**config.mk**
```make
export PLATFORM = sky130hd
export DESIGN_NAME = branch_pc_unit
export DESIGN_NICKNAME = d
export VERILOG_FILES = /design/src/rtl/mips_pc_pkg.sv /design/src/rtl/branch_cond_eval.sv /design/src/rtl/branch_pc_unit.sv
export SDC_FILE = /design/constraint.sdc
export NUM_CORES = 1
export LEC_CHECK = 0
export ABC_AREA = 1
export CAP_MARGIN = 20
export CORE_UTILIZATION = 37
export CTS_CLUSTER_DIAMETER = 50
export CTS_CLUSTER_SIZE = 24
export DETAILED_ROUTE_END_ITERATION = 8
export HOLD_SLACK_MARGIN = 0.15
export PLACE_DENSITY_LB_ADDON = 0.08
export SLEW_MARGIN = 5
export SYNTH_ARGS = -nofsm -noshare
export SYNTH_HDL_FRONTEND = slang
export SYNTH_SLANG_ARGS = --single-unit
```
**constraint.sdc**
```tcl
create_clock -name clk -period 7.1 [get_ports clk]
set_input_delay 0.71 -clock clk [delete_from_list [all_inputs] [get_ports clk]]
set_output_delay 0.71 -clock clk [all_outputs]
set_load 0.05 [all_outputs]
```
**src/rtl/mips_pc_pkg.sv**
```systemverilog
// Shared encodings and default vectors for the MIPS next-PC logic.
package mips_pc_pkg;

    // Branch condition selector as it arrives from decode.
    typedef enum logic [2:0] {
        BR_NONE = 3'd0,
        BR_BEQ  = 3'd1,
        BR_BNE  = 3'd2,
        BR_BLEZ = 3'd3,
        BR_BGTZ = 3'd4,
        BR_BLTZ = 3'd5,
        BR_BGEZ = 3'd6,
        BR_RSVD = 3'd7
    } br_op_e;

    // PC sequencing states: free running, stalled with nothing queued,
    // stalled with one redirect target buffered.
    typedef enum logic [1:0] {
        S_RUN  = 2'd0,
        S_HOLD = 2'd1,
        S_PEND = 2'd2
    } pc_state_e;

    localparam logic [31:0] DEF_RESET_VECTOR = 32'h0000_0000;
    localparam logic [31:0] DEF_EXC_VECTOR   = 32'h0000_0080;

endpackage

```
**src/rtl/branch_cond_eval.sv**
```systemverilog
// Combinational branch condition evaluation on the rs/rt operands.
// Ordered comparisons (BLEZ/BGTZ/BLTZ/BGEZ) treat rs as two's complement.
module branch_cond_eval
    import mips_pc_pkg::*;
#(
    parameter int AW = 32
) (
    input  logic [2:0]    i_br_op,
    input  logic [AW-1:0] i_rs_val,
    input  logic [AW-1:0] i_rt_val,
    output logic          o_taken
);

    logic w_rs_neg;
    logic w_rs_zero;
    logic w_rs_eq_rt;

    assign w_rs_neg   = i_rs_val[AW-1];
    assign w_rs_zero  = (i_rs_val == '0);
    assign w_rs_eq_rt = (i_rs_val == i_rt_val);

    // Select the condition for the decoded branch; reserved code never branches.
    always_comb begin
        o_taken = 1'b0;
        case (br_op_e'(i_br_op))
            BR_BEQ:  o_taken = w_rs_eq_rt;
            BR_BNE:  o_taken = !w_rs_eq_rt;
            BR_BLEZ: o_taken = w_rs_neg || w_rs_zero;
            BR_BGTZ: o_taken = !w_rs_neg && !w_rs_zero;
            BR_BLTZ: o_taken = w_rs_neg;
            BR_BGEZ: o_taken = !w_rs_neg;
            default: o_taken = 1'b0;
        endcase
    end

endmodule

```
**src/rtl/branch_pc_unit.sv**
```systemverilog
// Next-PC selection and PC register. Arbitrates exception, JR, J and
// conditional-branch redirects, holds the PC under stall and buffers one
// redirect that arrives while stalled so it is not lost.
module branch_pc_unit
    import mips_pc_pkg::*;
#(
    parameter int            AW           = 32,
    parameter int            IMMW         = 16,
    parameter logic [AW-1:0] RESET_VECTOR = AW'(DEF_RESET_VECTOR),
    parameter logic [AW-1:0] EXC_VECTOR   = AW'(DEF_EXC_VECTOR),
    parameter int            CNTW         = 16
) (
    input  logic            clk,
    input  logic            rst_n,
    input  logic            i_stall,
    input  logic [2:0]      i_br_op,
    input  logic            i_jump,
    input  logic            i_jr,
    input  logic            i_exc,
    input  logic [IMMW-1:0] i_imm,
    input  logic [25:0]     i_jidx,
    input  logic [AW-1:0]   i_rs_val,
    input  logic [AW-1:0]   i_rt_val,
    output logic [AW-1:0]   o_pc,
    output logic [AW-1:0]   o_pc_plus4,
    output logic            o_redirect,
    output logic            o_addr_err,
    output logic [CNTW-1:0] o_taken_cnt
);

    logic [AW-1:0]   r_pc;
    logic [AW-1:0]   r_pend;
    logic            r_pend_inc;
    logic            r_pend_err;
    logic            r_redirect;
    logic            r_addr_err;
    logic [CNTW-1:0] r_cnt;
    pc_state_e       r_state;

    logic [AW-1:0]   w_pc_plus4;
    logic [AW-1:0]   w_imm_sext;
    logic [AW-1:0]   w_br_tgt;
    logic [AW-1:0]   w_j_tgt;
    logic            w_taken;
    logic            w_misalign;
    logic [AW-1:0]   w_tgt;
    logic            w_req;
    logic            w_inc;
    logic            w_err;
    logic            w_cnt_sat;

    assign w_pc_plus4 = r_pc + AW'(4);
    assign w_imm_sext = {{(AW-IMMW){i_imm[IMMW-1]}}, i_imm};
    assign w_br_tgt   = w_pc_plus4 + (w_imm_sext << 2);
    assign w_misalign = (i_rs_val[1:0] != 2'b00);
    assign w_cnt_sat  = &r_cnt;

    // Jump target keeps the region bits above the 28-bit index field, if any.
    generate
        if (AW > 28) begin : g_jregion
            assign w_j_tgt = {w_pc_plus4[AW-1:28], i_jidx, 2'b00};
        end else begin : g_jflat
            assign w_j_tgt = {i_jidx, 2'b00};
        end
    endgenerate

    branch_cond_eval #(
        .AW(AW)
    ) u_cond (
        .i_br_op  (i_br_op),
        .i_rs_val (i_rs_val),
        .i_rt_val (i_rt_val),
        .o_taken  (w_taken)
    );

    // Priority target mux: exc > jr > jump > taken branch > sequential.
    // A misaligned JR is steered to the exception vector and not counted.
    always_comb begin
        w_tgt = w_pc_plus4;
        w_req = 1'b0;
        w_inc = 1'b0;
        w_err = 1'b0;
        if (i_exc) begin
            w_tgt = EXC_VECTOR;
            w_req = 1'b1;
        end else if (i_jr) begin
            w_req = 1'b1;
            if (w_misalign) begin
                w_tgt = EXC_VECTOR;
                w_err = 1'b1;
            end else begin
                w_tgt = i_rs_val;
                w_inc = 1'b1;
            end
        end else if (i_jump) begin
            w_tgt = w_j_tgt;
            w_req = 1'b1;
            w_inc = 1'b1;
        end else if (w_taken) begin
            w_tgt = w_br_tgt;
            w_req = 1'b1;
            w_inc = 1'b1;
        end
    end

    // Stall/pend sequencer owning the PC, status pulses and taken counter.
    always_ff @(posedge clk or negedge rst_n) begin
        if (!rst_n) begin
            r_pc       <= RESET_VECTOR;
            r_pend     <= '0;
            r_pend_inc <= 1'b0;
            r_pend_err <= 1'b0;
            r_redirect <= 1'b0;
            r_addr_err <= 1'b0;
            r_cnt      <= '0;
            r_state    <= S_RUN;
        end else begin
            r_redirect <= 1'b0;
            r_addr_err <= 1'b0;
            case (r_state)
                S_RUN, S_HOLD: begin
                    if (!i_stall) begin
                        r_pc       <= w_tgt;
                        r_redirect <= w_req;
                        r_addr_err <= w_err;
                        if (w_inc && !w_cnt_sat) begin
                            r_cnt <= r_cnt + CNTW'(1);
                        end
                        r_state <= S_RUN;
                    end else if (w_req) begin
                        r_pend     <= w_tgt;
                        r_pend_inc <= w_inc;
                        r_pend_err <= w_err;
                        r_state    <= S_PEND;
                    end else begin
                        r_state <= S_HOLD;
                    end
                end
                S_PEND: begin
                    if (!i_stall) begin
                        // Release the buffered redirect; this cycle's inputs are dropped.
                        r_pc       <= r_pend;
                        r_redirect <= 1'b1;
                        r_addr_err <= r_pend_err;
                        if (r_pend_inc && !w_cnt_sat) begin
                            r_cnt <= r_cnt + CNTW'(1);
                        end
                        r_pend     <= '0;
                        r_pend_inc <= 1'b0;
                        r_pend_err <= 1'b0;
                        r_state    <= S_RUN;
                    end else if (i_exc) begin
                        // Only an exception may displace an already buffered target.
                        r_pend     <= EXC_VECTOR;
                        r_pend_inc <= 1'b0;
                        r_pend_err <= 1'b0;
                    end
                end
                default: begin
                    r_state <= S_RUN;
                end
            endcase
        end
    end

    assign o_pc        = r_pc;
    assign o_pc_plus4  = w_pc_plus4;
    assign o_redirect  = r_redirect;
    assign o_addr_err  = r_addr_err;
    assign o_taken_cnt = r_cnt;

endmodule

```
==> impl_metrics.toml <==
[run_status]
status = "complete, but fails checks"
violations = "DRC"

[cts]
clkSinkCount = 86
numCtsBuffers = 9
cts_hold_buf = 0
cts_max_path_buffers = 2
cts_resized = 0
htree_num_levels = 3
clkTransAtPathRegs_ns = 0.06
cts_tree = "yes"
clk_latency_ns = 0.34
cts_setup_buffers = 0
cts_root_buf = "clkbuf_16"

[power]
cellPowerDensity_nw_per_um2 = 199.2
peakVddDrop_mv = 0.1256
leakage_nw = 5.068

[sta]
max_freq_mhz = 229.0
worst_pin_slew_ns = 1.002
slew_headroom = 0.3322
period_share = 0.6152
whs_ns = 0.2503
rsz0062_at_grt = "false"
clock_skew_ns = 0.007420
min_period_ns = 4.368
finalMaxSlewViolations = 0
fin_tns_setup_ns = 0
setup_viol_count_final = 0
fin_ws_ns = 2.732
hold_viol_final = 0

[place]
port_buffers = 196
hpwlAfterDp_um = 24750
gp_congestion = 0.9303
dpl_worst_slack_ns = 2.457

[cells_and_area]
drive_gt1_frac = 0.05072
layout_common_cells = "408 x nand2_1, 195 x clkdlybuf4s50_1, 167 x nor2_1"
fillCellCount = 2320
area_delta_synth_final_pct = 29.67
fin_nets = 1667
diodes = 0
mostFrequentLayoutCell = "nand2_1"

[critical_path]
critPathRequiredTime_ns = 7.32
crit_top_cell = "nor2_1"
critical_path.cell_chain = "clkdlybuf4s50_1 -> nor2_1 -> nand4_1 -> nor2_1 -> nand2_1 -> nand3_1 -> nand2_1 -> nor2_1 -> nand2_2 -> nor2_4 -> nand2_2 -> nand2_4 -> inv_1 -> nor2_1 -> a21oi_1"
arrival_ns = 4.58
crit_family = "simple AND/OR/NAND/NOR gates"
slowest_stage = "nand2_2"
max_stage_delay_ns = 0.66
critPathLaunchType = "input port"
path_max_fanout = 66
crit_type = "input port to flip-flop"
end_kind = "flip-flop"
path_buf_inv = 2

[global_routing]
globalRouteOverflowTotal = 0
grt.total_usage = 0.2654
grt_first_pass_wirelength_um = 47990
antenna_found_initial = 0
grt_pass1_vias = 8762
grt_max_degree = 67

[detailed_routing]
dr.pass1.iters = 7
drtAntennaViolNets = 0
drc = 6
vias = 9203
viasPerCell = 5.118
drt_iter0_drc = 625
routed_wl_um = 30820
wire_per_inst_um = 17.14

[yosys]
synth_mux_area_frac = 0
avgSynthCellArea_um2 = 6.232
synth_warnings = 0
yosys.area_share.simple = 0.3897
synthAdderAreaFrac = 0.05775
synth_cell_types = 36
yosysSeqAreaShare = 0.2573
synth_compound_gate_area_share = 0.1173
syn_nets = 1495
synth_top_family_by_area = "simple AND/OR/NAND/NOR gates"
syn_inst = 1342
synth_area_um2 = 8363
ys_ff_latch = 86
synth_xor_area_frac = 0.08273

[floorplan]
dieWidth_um = 152.3
die_h_um = 152.3
boundaryPins = 197
rows = 54
start_util = 0.3797
coreArea_um2 = 22030
dieArea_um2 = 23210

[worst_hold_path]
hp-class = "input port to async pin"

[run]
drv_cap = 0
## worst register-to-register path, cell delays in order, from the launching register on
cell	delay, ns
dfrtp_1	0.53
ha_1	0.33
nand2_1	0.13
nor2_1	0.17
inv_1	0.07
nor2_1	0.20
nand4_1	0.14
xor2_1	0.29
inv_1	0.16
ha_1	0.43
nand2_1	0.13
nor2_1	0.18
inv_1	0.08
nor3_1	0.22
o21ai_0	0.17
nand3_1	0.10
nand2_1	0.05
nand2_1	0.08
nand2_1	0.07
nand3_1	0.12
nand2_1	0.06
nand2_1	0.15
o21ai_1	0.09
## metal layers
layer,global-route usage,up-vias,share of wire
met5,0,-,0
met1,0.3450,4208,0.44
li1,-,4661,-
met2,0.4521,280,0.48
met3,0.02787,54,0.049
met4,0.1030,0,0.035
## logic make-up after synthesis
logic type      Yosys count
compound gates          174
xor+xnor                 79
fa+ha+maj                38
buf+inv                 188
flops                    86
simple gates            777
## synthesized netlist by cell type
library cell	count	area (µm²)
a21oi_1	108	540.5
nand3b_1	2	15.01
o21ai_2	21	183.9
nor3_2	2	20.02
buf_1	2	7.510
xnor2_1	44	385.4
nor2_2	4	25.02
nand4_1	19	118.9
a221oi_1	1	8.760
clkbuf_1	20	75.07
o21bai_1	4	30.03
buf_8	2	30.03
nor4_1	8	50.05
buf_4	2	15.01
buf_2	11	55.05
nor2_1	168	630.6
or2_2	5	31.28
nand2_1	408	1531
and2_1	2	12.51
nor3_1	43	215.2
inv_1	140	525.5
o21a_1	3	22.52
dfrtp_1	86	2152
nand3_1	101	505.5
a211oi_1	4	30.03
nand2_2	13	81.33
o21ai_1	15	75.07
inv_2	6	22.52
buf_12	1	20.02
ha_1	37	462.9
xor2_1	35	306.5
o21ai_0	18	90.09
buf_6	4	45.04
fa_1	1	20.02
nor2_4	1	11.26
nand2_4	1	11.26
## power by group
group | total [mW] | leakage [nW] | switching (mW) | internal, mW
sequential | 0.610 | 1.12 | 0.0722 | 0.538
combinational | 1.01 | 3.79 | 0.662 | 0.351
clock | 0.537 | 0.161 | 0.195 | 0.342
total | 2.16 | 5.07 | 0.930 | 1.23
## area by class of cell
type,instances,area [µm²],area share
clock buffers,9,225.2,0.02077
flip-flops and latches,86,2152,0.1985
repair buffers,203,2039,0.1881
clock inverters,6,111.4,0.01027
well taps,280,350.3,0.03231
inverters,146,548.0,0.05054
multi-input cells,1068,5418,0.4996
## worst paths after layout
check	startpoint	end	slack [ns]	cells after the start
setup / recovery	i_rs_val[7]	r_pend[7]	2.73	15
hold / removal	rst_n	o_pc[29]	0.25	1
setup reg to reg	o_pc[2]	r_pend[25]	3.00	22
hold reg to reg	r_pend[26]	r_pend[26]	0.49	2
max in group asynchronous	rst_n	o_taken_cnt[14]	5.71	2
min in group clk	r_pend[26]	r_pend[26]	0.49	2
## per-stage QoR
step,instance area [µm²],cells,utilization,power (mW)
2_1_floorplan,8363,1342,-,1.265
6_report,10840,1798,0.4923,2.160
3_5_place_dp,10470,1781,0.4751,1.618
3_3_place_gp,10470,1781,0.4751,1.618
4_1_cts,10800,1796,0.4904,2.161
5_1_grt,10840,1798,0.4923,2.284
## flip-flops by register name, summed over array words and instances (netlist names)
name         cells
r_pend          32
o_addr_err       1
r_state          2
o_taken_cnt     16
o_redirect       1
r_pend_err       1
r_pend_inc       1
o_pc            32
(Power assumes the default switching activity.)
